### config.mk
export PLATFORM = sky130hd
export DESIGN_NAME = core_ctrl
export DESIGN_NICKNAME = d
export VERILOG_FILES = /design/src/rtl/core_ctrl.sv
export SDC_FILE = /design/constraint.sdc
export NUM_CORES = 1
export LEC_CHECK = 0
export CELL_PAD_IN_SITES_DETAIL_PLACEMENT = 1
export CELL_PAD_IN_SITES_GLOBAL_PLACEMENT = 1
export CORE_AREA = 2 2 40 69
export DETAILED_ROUTE_END_ITERATION = 12
export DIE_AREA = 0 0 42 71
export DONT_BUFFER_PORTS = 1
export PLACE_DENSITY = 0.77
export SLEW_MARGIN = 20
export SYNTH_ARGS = -nofsm -noshare
export SYNTH_HDL_FRONTEND = slang
export SYNTH_SLANG_ARGS = --single-unit
export TNS_END_PERCENT = 1
### constraint.sdc
create_clock -name clk -period 1.9 [get_ports clk]
set_input_delay 0.38 -clock clk [delete_from_list [all_inputs] [get_ports clk]]
set_output_delay 0.38 -clock clk [all_outputs]
set_load 0.005 [all_outputs]
### src/rtl/core_ctrl.sv
// core_ctrl -- multi-cycle control FSM for the core.
//
// Sequences every instruction through FETCH -> DECODE -> EXEC -> (MEM) -> (WB).
// It drives the datapath enables and mux selects, runs the imem/dmem
// request/acknowledge handshakes, and traps on illegal opcodes or on a bus
// that does not acknowledge within MEM_TIMEOUT cycles.
//
// Parameters
//   MEM_TIMEOUT  wait limit for imem_ack/dmem_ack (1 .. 2^TO_W-1)
//   TO_W         width of the wait counter
//
// Ports
//   clk, rst      clock (rising edge) and asynchronous active-high reset
//   run           level, lets the FSM leave IDLE
//   opcode        instr[6:0] from the IR, valid from DECODE onwards
//   branch_taken  ALU compare result, used in EXEC of a BRANCH
//   imem_req/ack  instruction fetch handshake
//   dmem_req/ack  data access handshake, dmem_we = 1 for a store
//   ir_we         latch the fetched instruction
//   pc_we/pc_sel  PC update; pc_sel 0 = PC+4, 1 = branch/jump target
//   reg_we        register file write enable
//   sel_src_b     ALU operand-B select:
//                 0 = RS2, 1 = IMM, 2 = IMMS12, 3 = constant 4, 4 = constant 12
//   state         current FSM state, for debug
//   trap          sticky fault flag, cleared only by rst
module core_ctrl #(
  parameter int MEM_TIMEOUT = 255,
  parameter int TO_W        = 8
) (
  input  logic       clk,
  input  logic       rst,
  input  logic       run,
  input  logic [6:0] opcode,
  input  logic       branch_taken,
  output logic       imem_req,
  input  logic       imem_ack,
  output logic       dmem_req,
  output logic       dmem_we,
  input  logic       dmem_ack,
  output logic       ir_we,
  output logic       pc_we,
  output logic       pc_sel,
  output logic       reg_we,
  output logic [2:0] sel_src_b,
  output logic [2:0] state,
  output logic       trap
);

  localparam logic [2:0] SEL_SRC_B_RS2    = 3'd0;
  localparam logic [2:0] SEL_SRC_B_IMM    = 3'd1;
  localparam logic [2:0] SEL_SRC_B_IMMS12 = 3'd2;
  localparam logic [2:0] SEL_SRC_B_4      = 3'd3;

  localparam logic [6:0] OP_ALU    = 7'b0110011;
  localparam logic [6:0] OP_IMM    = 7'b0010011;
  localparam logic [6:0] OP_LOAD   = 7'b0000011;
  localparam logic [6:0] OP_STORE  = 7'b0100011;
  localparam logic [6:0] OP_LUI    = 7'b0110111;
  localparam logic [6:0] OP_AUIPC  = 7'b0010111;
  localparam logic [6:0] OP_JAL    = 7'b1101111;
  localparam logic [6:0] OP_JALR   = 7'b1100111;
  localparam logic [6:0] OP_BRANCH = 7'b1100011;

  localparam logic [TO_W-1:0] TIMEOUT_LIMIT = TO_W'(MEM_TIMEOUT);

  typedef enum logic [2:0] {
    S_IDLE   = 3'd0,
    S_FETCH  = 3'd1,
    S_DECODE = 3'd2,
    S_EXEC   = 3'd3,
    S_MEM    = 3'd4,
    S_WB     = 3'd5,
    S_TRAP   = 3'd7
  } state_t;

  state_t          cur_state;
  state_t          next_state;
  logic [TO_W-1:0] wait_count;
  logic            is_legal;
  logic            is_load;
  logic            is_store;
  logic            is_branch;
  logic            is_jump;
  logic            timed_out;

  // Opcode classification shared by the next-state and output logic.
  always_comb begin
    is_legal  = 1'b0;
    is_load   = 1'b0;
    is_store  = 1'b0;
    is_branch = 1'b0;
    is_jump   = 1'b0;
    case (opcode)
      OP_ALU, OP_IMM, OP_LUI, OP_AUIPC: is_legal = 1'b1;
      OP_LOAD: begin
        is_legal = 1'b1;
        is_load  = 1'b1;
      end
      OP_STORE: begin
        is_legal = 1'b1;
        is_store = 1'b1;
      end
      OP_JAL, OP_JALR: begin
        is_legal = 1'b1;
        is_jump  = 1'b1;
      end
      OP_BRANCH: begin
        is_legal  = 1'b1;
        is_branch = 1'b1;
      end
      default: ;
    endcase
  end

  // The limit is reached on the cycle the counter equals MEM_TIMEOUT; an
  // acknowledge arriving in that same cycle still takes priority.
  assign timed_out = (wait_count == TIMEOUT_LIMIT);

  // State register.
  always_ff @(posedge clk or posedge rst) begin
    if (rst) begin
      cur_state <= S_IDLE;
    end else begin
      cur_state <= next_state;
    end
  end

  // Wait counter for the bus handshakes. Any state change clears it, so it
  // starts from zero on every entry into FETCH or MEM, and it only advances
  // while a request is outstanding without an acknowledge.
  always_ff @(posedge clk or posedge rst) begin
    if (rst) begin
      wait_count <= '0;
    end else if (next_state != cur_state) begin
      wait_count <= '0;
    end else if (((cur_state == S_FETCH) && !imem_ack) ||
                 ((cur_state == S_MEM) && !dmem_ack)) begin
      wait_count <= wait_count + 1'b1;
    end
  end

  // Next-state logic. Once an instruction has left IDLE the FSM never goes
  // back there, so run only matters before the first fetch.
  always_comb begin
    next_state = cur_state;
    case (cur_state)
      S_IDLE: begin
        if (run) next_state = S_FETCH;
      end
      S_FETCH: begin
        if (imem_ack)       next_state = S_DECODE;
        else if (timed_out) next_state = S_TRAP;
      end
      S_DECODE: begin
        next_state = is_legal ? S_EXEC : S_TRAP;
      end
      S_EXEC: begin
        if (is_load || is_store) next_state = S_MEM;
        else if (is_branch)      next_state = S_FETCH;
        else                     next_state = S_WB;
      end
      S_MEM: begin
        if (dmem_ack)       next_state = is_store ? S_FETCH : S_WB;
        else if (timed_out) next_state = S_TRAP;
      end
      S_WB:    next_state = S_FETCH;
      S_TRAP:  next_state = S_TRAP;
      default: next_state = S_TRAP;
    endcase
  end

  // Output decode from state and opcode. The ack-qualified enables (ir_we,
  // store pc_we) and the branch pc_sel follow their inputs in the same cycle.
  always_comb begin
    imem_req  = 1'b0;
    dmem_req  = 1'b0;
    dmem_we   = 1'b0;
    ir_we     = 1'b0;
    pc_we     = 1'b0;
    pc_sel    = 1'b0;
    reg_we    = 1'b0;
    trap      = 1'b0;
    sel_src_b = SEL_SRC_B_RS2;
    case (cur_state)
      S_FETCH: begin
        imem_req = 1'b1;
        ir_we    = imem_ack;
      end
      S_EXEC: begin
        case (opcode)
          OP_IMM, OP_LOAD, OP_STORE: sel_src_b = SEL_SRC_B_IMM;
          OP_LUI, OP_AUIPC:          sel_src_b = SEL_SRC_B_IMMS12;
          OP_JAL, OP_JALR:           sel_src_b = SEL_SRC_B_4;
          default:                   sel_src_b = SEL_SRC_B_RS2;
        endcase
        if (is_branch) begin
          pc_we  = 1'b1;
          pc_sel = branch_taken;
        end
      end
      S_MEM: begin
        dmem_req = 1'b1;
        dmem_we  = is_store;
        pc_we    = dmem_ack && is_store;
      end
      S_WB: begin
        reg_we = 1'b1;
        pc_we  = 1'b1;
        pc_sel = is_jump;
      end
      S_TRAP: trap = 1'b1;
      default: ;
    endcase
  end

  assign state = cur_state;

endmodule

==> results of run 1 <==
-- worst reg2reg max path, delay by kind of cell (launching register included) --
kind / cells / cell delay (ns)
AND/OR/NAND/NOR: 2 / 0.67
flip-flops: 1 / 0.40
AO/OA/AOI/OAI: 1 / 0.39
XOR/XNOR: 1 / 0.20
-- power breakdown --
group	switching (mW)	internal, mW
registers	0.0354	0.275
clock network	0.0896	0.144
logic	0.415	0.282
-- state kept, by name, indices dropped and copies added, names as in the netlist --
name        flops
state           3
wait_count      8
-- final cells by class --
| cell class | instances | area [µm²] | area share |
|---|---|---|---|
| Sequential cell | 11 | 275 | 0.258 |
| Timing Repair Buffer | 10 | 78.8 | 0.0738 |
| Clock buffer | 3 | 41.3 | 0.0386 |
| Clock inverter | 1 | 5.00 | 0.00468 |
| Tap cell | 26 | 32.5 | 0.0304 |
| Inverter | 5 | 18.8 | 0.0176 |
| Multi-Input combinational cell | 88 | 617 | 0.577 |
-- final timing paths --
| check | endpoint | slack, ns | depth (start not counted) | from |
|---|---|---|---|---|
| worst max register to register | wait_count[7] | 0.11 | 4 | state[1] |
| worst min register to register | wait_count[5] | 0.59 | 2 | wait_count[5] |
| worst min-delay path | wait_count[1] | 0.01 | 1 | rst |
| worst max-delay path | pc_we | 0.07 | 5 | state[2] |
| max in group asynchronous | state[0] | 1.60 | 1 | rst |
| min in group clk | state[1] | 0.31 | 1 | dmem_ack |
-- layout by cell type, fill, tap and decap left out, drive strengths merged, types with 2 or more instances in the layout --
master | synthesis | routed
or4b | 2 | 2
nor2 | 7 | 7
nor3b | 2 | 2
and4b | 2 | 2
nand2 | 7 | 7
a21oi | 4 | 4
xnor2 | 7 | 7
buf | 2 | 10
inv | 5 | 5
nand3 | 7 | 7
nand2b | 2 | 2
o211ai | 3 | 3
nor4b | 2 | 2
o21ai | 5 | 5
dfrtp | 11 | 11
clkbuf | 5 | 3
o22ai | 2 | 2
nor2b | 3 | 3
nand4 | 2 | 2
and3 | 4 | 4
a211oi | 3 | 3
nor3 | 9 | 9
-- stage by stage --
step	setup TNS, ns	total power [mW]	utilization
after global routing	-0.00246	1.34	0.439
after detailed placement	0	0.970	0.408
after floorplan	0	0.738	-
after global placement	0	0.942	0.408
after CTS	0	1.22	0.428
final	0	1.24	0.439
-- what timing repair did --
action / in CTS / in global routing
resized for setup: 1 / 6
setup buffers: 0 / 0
endpoints found under the setup margin: 1 / 11
hold buffers: 0 / 0
-- per-layer routing --
metal	track usage	vias to the layer above	part of all wire
li1	-	427	-
met5	0	-	0
met4	0.108	0	0.010
met3	0.0255	2	0.046
met1	0.188	433	0.36
met2	0.366	33	0.58
-- kinds of logic after synthesis --
group,Yosys count,share of synthesized area
AOI/OAI and AO/OA,25,0.207
xor gates and xnor gates,7,0.0668
adders and majority gates,1,0.0136
buffers and inverters,12,0.0559
DFF,11,0.300
muxes,1,0.0109
other,1,0.00409
and+or+nand+nor,53,0.341
==> metrics.csv, run 1 <==
metric,value,unit
number of distinct library cells after synthesis,42,
CP required,1.52,ns
Vias,895,
worst clock skew,0.00231,ns
CP most frequent cell,buf_4,
# port buffers,0,
DRC,0,
grt ovf,0,
"FF+latch count, synth",11,
Crit Path Max Fanout,11,
# nets final,133,
TritonCTS Buffers,3,
fin crit share,0.962,
largest net degree at the start of global routing,13,
Worst setup EP type,primary output,
die area,2980,µm²
WS Path Type,reg2out,
Inst Count DP,140,
Yosys warning count,0,
slowest cell delay on critical path,0.40,ns
initial antenna violation count,0,
global placement routability congestion,0.793,
fin crit period,1.83,ns
Startpoint Class,flop,
dpl cell area,992,µm²
number of synthesized flops with an enable pin,0,
first-pass GRT wire length,4.29,mm
worst min path class,in2async,
Total Wirelength,2.70,mm
Die W,42,µm
maximum clock rate,0.547,GHz
Total GRT Usage,0.191,
later-pin clock latency in the skew report,0.24,ns
final instance area,1070,µm²
Post-DRT Antenna Nets,0,
H-tree Lvls,1,
vias per std cell,6.22,
clock buffer depth,2,
Mapped Cells,111,
WP data arrival,1.45,ns
Area growth syn-to-layout,16.5,%
"area leader, netlist",dfrtp_1,
most common cell in the netlist,dfrtp_1,
CP Buf/Inv Count,2,
Slew Limit Fails,0,
die height,71,µm
Clk Tree Root Cell,clkbuf_8,
slowest cell on the critical path,dfrtp_1,
io pins,27,
FILL cells,290,
critical-path cell list,buf_4 -> nor2b_1 -> buf_4 -> nand2_1 -> o22ai_2,
Mapped Avg Cell Area,8.26,µm²
WL per Instance,18.8,µm
clock transition at the registers of the reported paths,0.05,ns
ys flop type,dfrtp_1,
worst vdd ir,0.487,mV
synth cell count leaders,"11 x dfrtp_1, 8 x nor3_1",
Final HPWL DP,2.12,mm
vias in the first global route,923,
Setup WS pre-CTS,0.00334,ns
post-synthesis sequential area ratio,0.300,
setup slack after layout,0.0726,ns
share of cells above drive strength 1,0.203,
initial core utilization,0.377,
status,"complete, no violations",
CP top delay family,flip-flops,
Synth top area share,0.300,
Final Non-Filler Cells,144,
Max Cap Viol,0,
cell area after synthesis,917,µm²
worst hold margin,0.0113,ns
Mapped Nets,125,
First DRT Iteration DRCs,18,
Core Rows,24,
Final Hold Fails,0,
largest cells by area after synthesis,"dfrtp_1 30%, xnor2_1 6.7%, nor3_1 4.4%",
number of antenna diodes,0,
First-pass DRT Iterations,4,
Post-synth ARST share,1.00,
PD cells,1160,nW/µm²
Static Leakage,0.413,nW
CTS tree,yes,
CTS sink cnt,11,
core region area,2430,µm²
"Setup violations, final",0,
No activity file was read; power rests on OpenSTA's default activity.
==> run 2, diff against run 1 <==
--- a/config.mk
+++ b/config.mk
@@ -5,13 +5,14 @@
 export SDC_FILE = /design/constraint.sdc
 export NUM_CORES = 1
 export LEC_CHECK = 0
+export ABC_AREA = 1
 export CELL_PAD_IN_SITES_DETAIL_PLACEMENT = 1
 export CELL_PAD_IN_SITES_GLOBAL_PLACEMENT = 1
-export CORE_AREA = 2 2 40 69
+export CORE_AREA = 2 2 50 52
 export DETAILED_ROUTE_END_ITERATION = 12
-export DIE_AREA = 0 0 42 71
+export DIE_AREA = 0 0 52 54
 export DONT_BUFFER_PORTS = 1
-export PLACE_DENSITY = 0.77
+export PLACE_DENSITY = 0.82
 export SLEW_MARGIN = 20
 export SYNTH_ARGS = -nofsm -noshare
 export SYNTH_HDL_FRONTEND = slang
==> metrics.csv, run 2 <==
metric,value,unit,change
status,"complete, no violations",,
Mapped Nets,143,,+14%
slowest cell on the critical path,dfrtp_2,,
Core Rows,18,,-25%
first-pass GRT wire length,4.06,mm,-5.5%
CP Buf/Inv Count,1,,-1
multiplexer share of the synthesized area,0.0127,,+0.00183
Max Cap Viol,0,,unchanged
Reg2Reg Launch Point,state[2],,
Sw Ratio,0.228,,-0.207
die height,54,µm,-24%
Area growth syn-to-layout,16.3,%,
Total GRT Usage,0.199,,+0.00800
Worst setup EP type,primary output,,
adder-cell share of the synthesized area,0.0142,,+0.000522
Post-synth ARST share,1.00,,unchanged
CP top delay family,flip-flops,,
"FF+latch count, synth",11,,unchanged
PD cells,405,nW/µm²,-65%
Top reg by flops,wait_count,,
"area leader, netlist",dfrtp_1,,
number of synthesized flops with an enable pin,0,,unchanged
share of cells above drive strength 1,0.237,,+0.0340
unrepaired setup endpoints after global routing,yes,,
Critical Path Stages,6,,+1
max reg flops,8,,unchanged
io pins,27,,unchanged
H-tree Lvls,1,,unchanged
die area,2810,µm²,-5.8%
simple logic cell fraction of the synthesized area,0.449,,+0.108
CTS tree,yes,,
Final HPWL DP,1.81,mm,-15%
core region area,2320,µm²,-4.6%
clock transition at the registers of the reported paths,0.07,ns,+0.02 ns
cell area after synthesis,883,µm²,-3.7%
initial core utilization,0.381,,+0.00374
Gate power share,0.046,,-0.515
number of antenna diodes,0,,unchanged
"Setup violations, final",0,,unchanged
worst clock skew,0.00421,ns,+0.00189 ns
Die W,52,µm,+24%
worst vdd ir,0.183,mV,-62%
synth cell count leaders,"27 x nand2_1, 27 x nor2_1, 13 x inv_1, 11 x dfrtp_1, 10 x nand3_1",,
Synth Area in Compound Gates,0.0581,,-0.149
XOR/XNOR Fraction of Synth Area,0.0694,,+0.00256
First DRT Iteration DRCs,7,,-11
vias in the first global route,935,,+1.3%
worst min path class,in2reg,,
Crit Reg-Reg Endpoint,wait_count[7],,
most frequent cells in the layout,"26 x nand2_1, 25 x nor2_1, 13 x inv_1",,
Startpoint Class,flop,,
Yosys warning count,0,,unchanged
First-pass DRT Iterations,4,,unchanged
Slew Limit Fails,0,,unchanged
Crit Path Max Fanout,8,,-3
global placement routability congestion,0.917,,+16%
largest cells by area after synthesis,"dfrtp_1 31%, nand2_1 11%, nor2_1 11%",,
fin crit share,0.997,,+0.0355
final core utilization,0.443,,+0.00353
Total Wirelength,2.44,mm,-9.9%
largest net degree at the start of global routing,12,,-1
WHS Path Cells,2,,
critical-path cell list,nor2_1 -> nand2_2 -> inv_1 -> a21oi_2 -> nand3_2 -> o21ai_2,,
Clk Tree Root Cell,clkbuf_4,,
Synth top area share,0.312,,+0.0115
CTS sink cnt,11,,unchanged
initial antenna violation count,0,,unchanged
maximum clock rate,0.528,GHz,-3.6%
fin crit period,1.89,ns,+0.0675 ns
largest family of logic cells by synthesized area,simple AND/OR/NAND/NOR gates,,
ys flop type,dfrtp_1,,
WP data arrival,1.51,ns,+0.06 ns
"commonest non-fill, non-tap cell in the layout",nand2_1,,
Vias,906,,+1.2%
WS Path Type,reg2out,,
Final Hold Fails,0,,unchanged
Mapped Cells,129,,+16%
P_int,0.321,mW,-54%
# nets final,154,,+16%
post-synthesis sequential area ratio,0.312,,+0.0115
Clock Power Share,0.392,,+0.204
Static Leakage,0.460,nW,+12%
Post-DRT Antenna Nets,0,,unchanged
worst reg2reg setup slack,0.23,ns,+0.12 ns
WL per Instance,14.4,µm,-23%
# port buffers,0,,unchanged
TritonCTS Buffers,3,,unchanged
clock buffer depth,2,,unchanged
sequential share of power,0.562,,+0.312
number of distinct library cells after synthesis,27,,-36%
DRC,0,,unchanged
min-delay src,imem_ack,,
Psw,0.0948,mW,-82%
CP required,1.52,ns,about the same
worst hold endpoint,state[1],,
slowest cell delay on critical path,0.47,ns,+0.07 ns
grt ovf,0,,unchanged
vias per std cell,5.36,,-14%
R2R depth,12,,+8
Setup TNS Final,0,ns,unchanged
later-pin clock latency in the skew report,0.27,ns,+0.03 ns
Mapped Avg Cell Area,6.85,µm²,-17%
==> run 2: what timing repair did <==
| item | 4_1_cts | 5_1_grt |
|---|---|---|
| endpoints found under the setup margin | 3 | 4 |
| gates cloned | 0 | 0 |
| buffers inserted | 5 | 0 |
| pin swaps | 1 | 1 |
| hold endpoints to repair | 6 | 0 |
| hold buffers | 1 | 0 |
| gates resized for setup | 7 | 5 |
==> run 2: layout make-up <==
class / instances / area, µm²
fillers: 301 / 1290
multi-input cells: 100 / 566
flip-flops and latches: 11 / 279
inverters: 17 / 63.8
repair buffers: 7 / 55.1
well taps: 30 / 37.5
clock buffers: 4 / 26.3
==> run 2: worst max-delay path by stage <==
stage                  start  endpoint  slack, ns
3_5_place_dp        state[2]     pc_we        0.1
5_1_grt        wait_count[1]     pc_we      -0.11
4_1_cts        wait_count[0]     pc_we     0.0008
6_report            state[1]     pc_we      0.005
2_1_floorplan  wait_count[0]     pc_we       0.28
3_3_place_gp        state[2]     pc_we       0.12
==> run 2: per-stage QoR <==
step	setup WS [ns]	instances	hold WS, ns	total power [mW]	area [µm²]
floorplan	0.277	129	0.232	0.254	883
global placement	0.121	159	0.291	0.256	921
detailed placement	0.0976	159	0.293	0.256	921
CTS	0.000827	169	0.283	0.420	1010
global route	-0.106	169	0.286	0.438	1030
finish	0.00510	169	0.280	0.416	1030
==> run 2: worst reg2reg max path, stage by stage, from the launching register on <==
cell and delay [ns]:
dfrtp_2 0.50, inv_2 0.11, buf_4 0.13, nand2_1 0.05, nand2_1 0.05, nand2_1 0.04, nand2_1 0.06, clkinv_1 0.09
nand4_1 0.10, nand2_1 0.08, nor2_2 0.13, nand3_4 0.14, nor2_1 0.12
==> run 2: metal layers <==
metal | GRT usage | share of wire
met1 | 0.208 | 0.42
met2 | 0.378 | 0.50
met3 | 0.0389 | 0.054
met4 | 0.101 | 0.027
met5 | 0 | 0
==> run 2: logic make-up (layout without fill, tap and decap cells) <==
kind of cell | count (synthesis) | after routing
fa+ha+maj | 1 | 1
compound gates | 7 | 7
buf+inv | 18 | 28
flops | 11 | 11
other cells | 1 | 1
simple gates | 83 | 83
mux | 1 | 1
xor+xnor | 7 | 7
==> run 2: power groups by stage <==
stage / logic (mW) / registers (mW) / clock network [mW]
finish: 0.0191 / 0.234 / 0.163
global route: 0.0227 / 0.234 / 0.182
CTS: 0.0195 / 0.234 / 0.166
detailed placement: 0.0179 / 0.239 / 0
global placement: 0.0171 / 0.239 / 0
floorplan: 0.0158 / 0.239 / 0
==> run 3, diff against run 2 <==
--- a/config.mk
+++ b/config.mk
@@ -8,11 +8,11 @@
 export ABC_AREA = 1
 export CELL_PAD_IN_SITES_DETAIL_PLACEMENT = 1
 export CELL_PAD_IN_SITES_GLOBAL_PLACEMENT = 1
-export CORE_AREA = 2 2 50 52
+export CORE_AREA = 2 2 46 58
 export DETAILED_ROUTE_END_ITERATION = 12
-export DIE_AREA = 0 0 52 54
+export DIE_AREA = 0 0 48 60
 export DONT_BUFFER_PORTS = 1
-export PLACE_DENSITY = 0.82
+export PLACE_DENSITY = 0.8
 export SLEW_MARGIN = 20
 export SYNTH_ARGS = -nofsm -noshare
 export SYNTH_HDL_FRONTEND = slang
==> constraint.sdc (replaced) <==
create_clock -name clk -period 2 [get_ports clk]
set_input_delay 0.4 -clock clk [delete_from_list [all_inputs] [get_ports clk]]
set_output_delay 0.4 -clock clk [all_outputs]
set_load 0.005 [all_outputs]
==> metrics.csv, run 3 (synthesized netlist as in run 2, its figures left out) <==
metric,value,unit,change
status,"complete, but fails checks",,
failing checks,hold timing,,
# nets final,155,,+0.65%
grt ovf,0,,unchanged
Psw,0.0939,mW,-0.95%
P_int,0.304,mW,-5.4%
Core Rows,20,,+2
Gate power share,0.042,,-0.004
initial core utilization,0.372,,-0.00922
dpl cell area,925,µm²,+0.41%
Clock Power Share,0.400,,+0.008
"Setup violations, final",0,,unchanged
CTS tree,yes,,
share of cells above drive strength 1,0.257,,+0.0197
Worst setup EP type,primary output,,
die area,2880,µm²,+2.6%
PD cells,379,nW/µm²,-6.5%
Slew Limit Fails,0,,unchanged
Post-DRT Antenna Nets,0,,unchanged
die height,60,µm,+11%
first-pass GRT wire length,3.88,mm,-4.4%
final instance area,1050,µm²,+2.3%
worst hold margin,-0.00844,ns,-0.288 ns
First DRT Iteration DRCs,6,,-1
worst clock skew,0.0109,ns,+0.00674 ns
clock buffer depth,2,,unchanged
Static Leakage,0.463,nW,+0.56%
WL per Instance,14.1,µm,-2.5%
Vias,903,,-0.33%
hold_buf cts,0,,-1
Sw Ratio,0.236,,+0.00814
Die W,48,µm,-7.7%
"commonest non-fill, non-tap cell in the layout",nand2_1,,
sequential share of power,0.558,,-0.004
Top reg by flops,wait_count,,
# port buffers,0,,unchanged
First-pass DRT Iterations,4,,unchanged
CTS sink cnt,11,,unchanged
TritonCTS Buffers,3,,unchanged
slowest cell delay on critical path,0.50,ns,+0.03 ns
CP top delay family,simple AND/OR/NAND/NOR gates,,
Setup TNS Final,0,ns,unchanged
Area growth syn-to-layout,19.0,%,
worst min path class,in2async,,
WP data arrival,1.51,ns,about the same
CP Buf/Inv Count,1,,unchanged
later-pin clock latency in the skew report,0.28,ns,about the same
fin crit period,1.91,ns,
Startpoint Class,flop,,
most frequent cells in the layout,"26 x nand2_1, 25 x nor2_1, 13 x inv_1",,
clock transition at the registers of the reported paths,0.08,ns,about the same
initial antenna violation count,0,,unchanged
max reg flops,8,,unchanged
largest net degree at the start of global routing,12,,unchanged
maximum clock rate,0.524,GHz,
DRC,0,,unchanged
Final Hold Fails,5,,+5
vias in the first global route,953,,+1.9%
Crit Path Max Fanout,8,,unchanged
io pins,27,,unchanged
worst vdd ir,0.145,mV,-21%
Total Wirelength,2.43,mm,-0.16%
number of antenna diodes,0,,unchanged
H-tree Lvls,1,,unchanged
core region area,2380,µm²,+2.5%
fin crit share,0.954,,
global placement routability congestion,0.822,,-10%
slowest cell on the critical path,dfrtp_2,,
Clk Tree Root Cell,clkbuf_4,,
critical-path cell list,inv_2 -> nand3_2 -> nor2_1 -> nand3_1 -> nand2_1 -> nand2_1 -> nand3_2 -> o21ai_2,,
PnR Total Power,0.398,mW,-4.4%
WS Path Type,reg2out,,
Final HPWL DP,1.96,mm,+8.4%
Max Cap Viol,0,,unchanged
vias per std cell,5.22,,-2.6%
Total GRT Usage,0.189,,-0.0105
CP required,1.60,ns,+0.08 ns
[run 3: changes by cell type in the layout (fill, tap and decap cells not counted), sizes merged]
cell         previous run  this run
buf                     6         8
dlygate4sd3             1         0
[run 3: final timing paths]
check | startpoint | end | slack (ns) | cells past startpoint
min in group clk | imem_ack | state[1] | 0.29 | 2
hold / removal | rst | wait_count[6] | -0.008 | 1
setup / recovery | state[2] | pc_we | 0.09 | 8
setup reg to reg | state[2] | wait_count[0] | 0.32 | 13
hold reg to reg | wait_count[7] | wait_count[7] | 0.60 | 2
max in group asynchronous | rst | state[2] | 1.67 | 1
[run 3: what timing repair did]
item / in CTS / in global routing
pin swaps: 1 / 0
resized for setup: 5 / 11
setup buffers: 2 / 5
endpoints found under the setup margin: 1 / 4
[run 3: power groups by stage]
stage	combinational, mW	sequential (mW)	clock, mW
after floorplan	0.0150	0.227	0
after global placement	0.0165	0.227	0
after detailed placement	0.0175	0.227	0
after CTS	0.0176	0.222	0.161
after global routing	0.0199	0.222	0.167
final	0.0168	0.222	0.159
[run 3: through the flow]
stage | setup slack [ns] | hold WS, ns | utilization | cells
final | 0.0930 | -0.00844 | 0.442 | 173
after global routing | -0.0156 | 0.0259 | 0.442 | 173
after CTS | 0.0102 | 0.0192 | 0.413 | 168
after detailed placement | 0.112 | 0.320 | 0.389 | 162
after global placement | 0.181 | 0.310 | 0.389 | 162
after floorplan | 0.356 | 0.252 | - | 129
[run 3: cell type report]
type / instances / area, µm²
timing repair buffer: 8 / 60.1
tap: 33 / 41.3
clock buffer: 4 / 26.3
multi-input combinational: 100 / 578
sequential: 11 / 279
inverter: 17 / 66.3
fill: 320 / 1330
[run 3: layer usage]
metal	track usage	vias to the layer above	wire, µm
li1	-	435	-
met5	0	-	0
met2	0.343	28	1360
met3	0.0302	8	97
met4	0.0965	0	86
met1	0.196	432	885
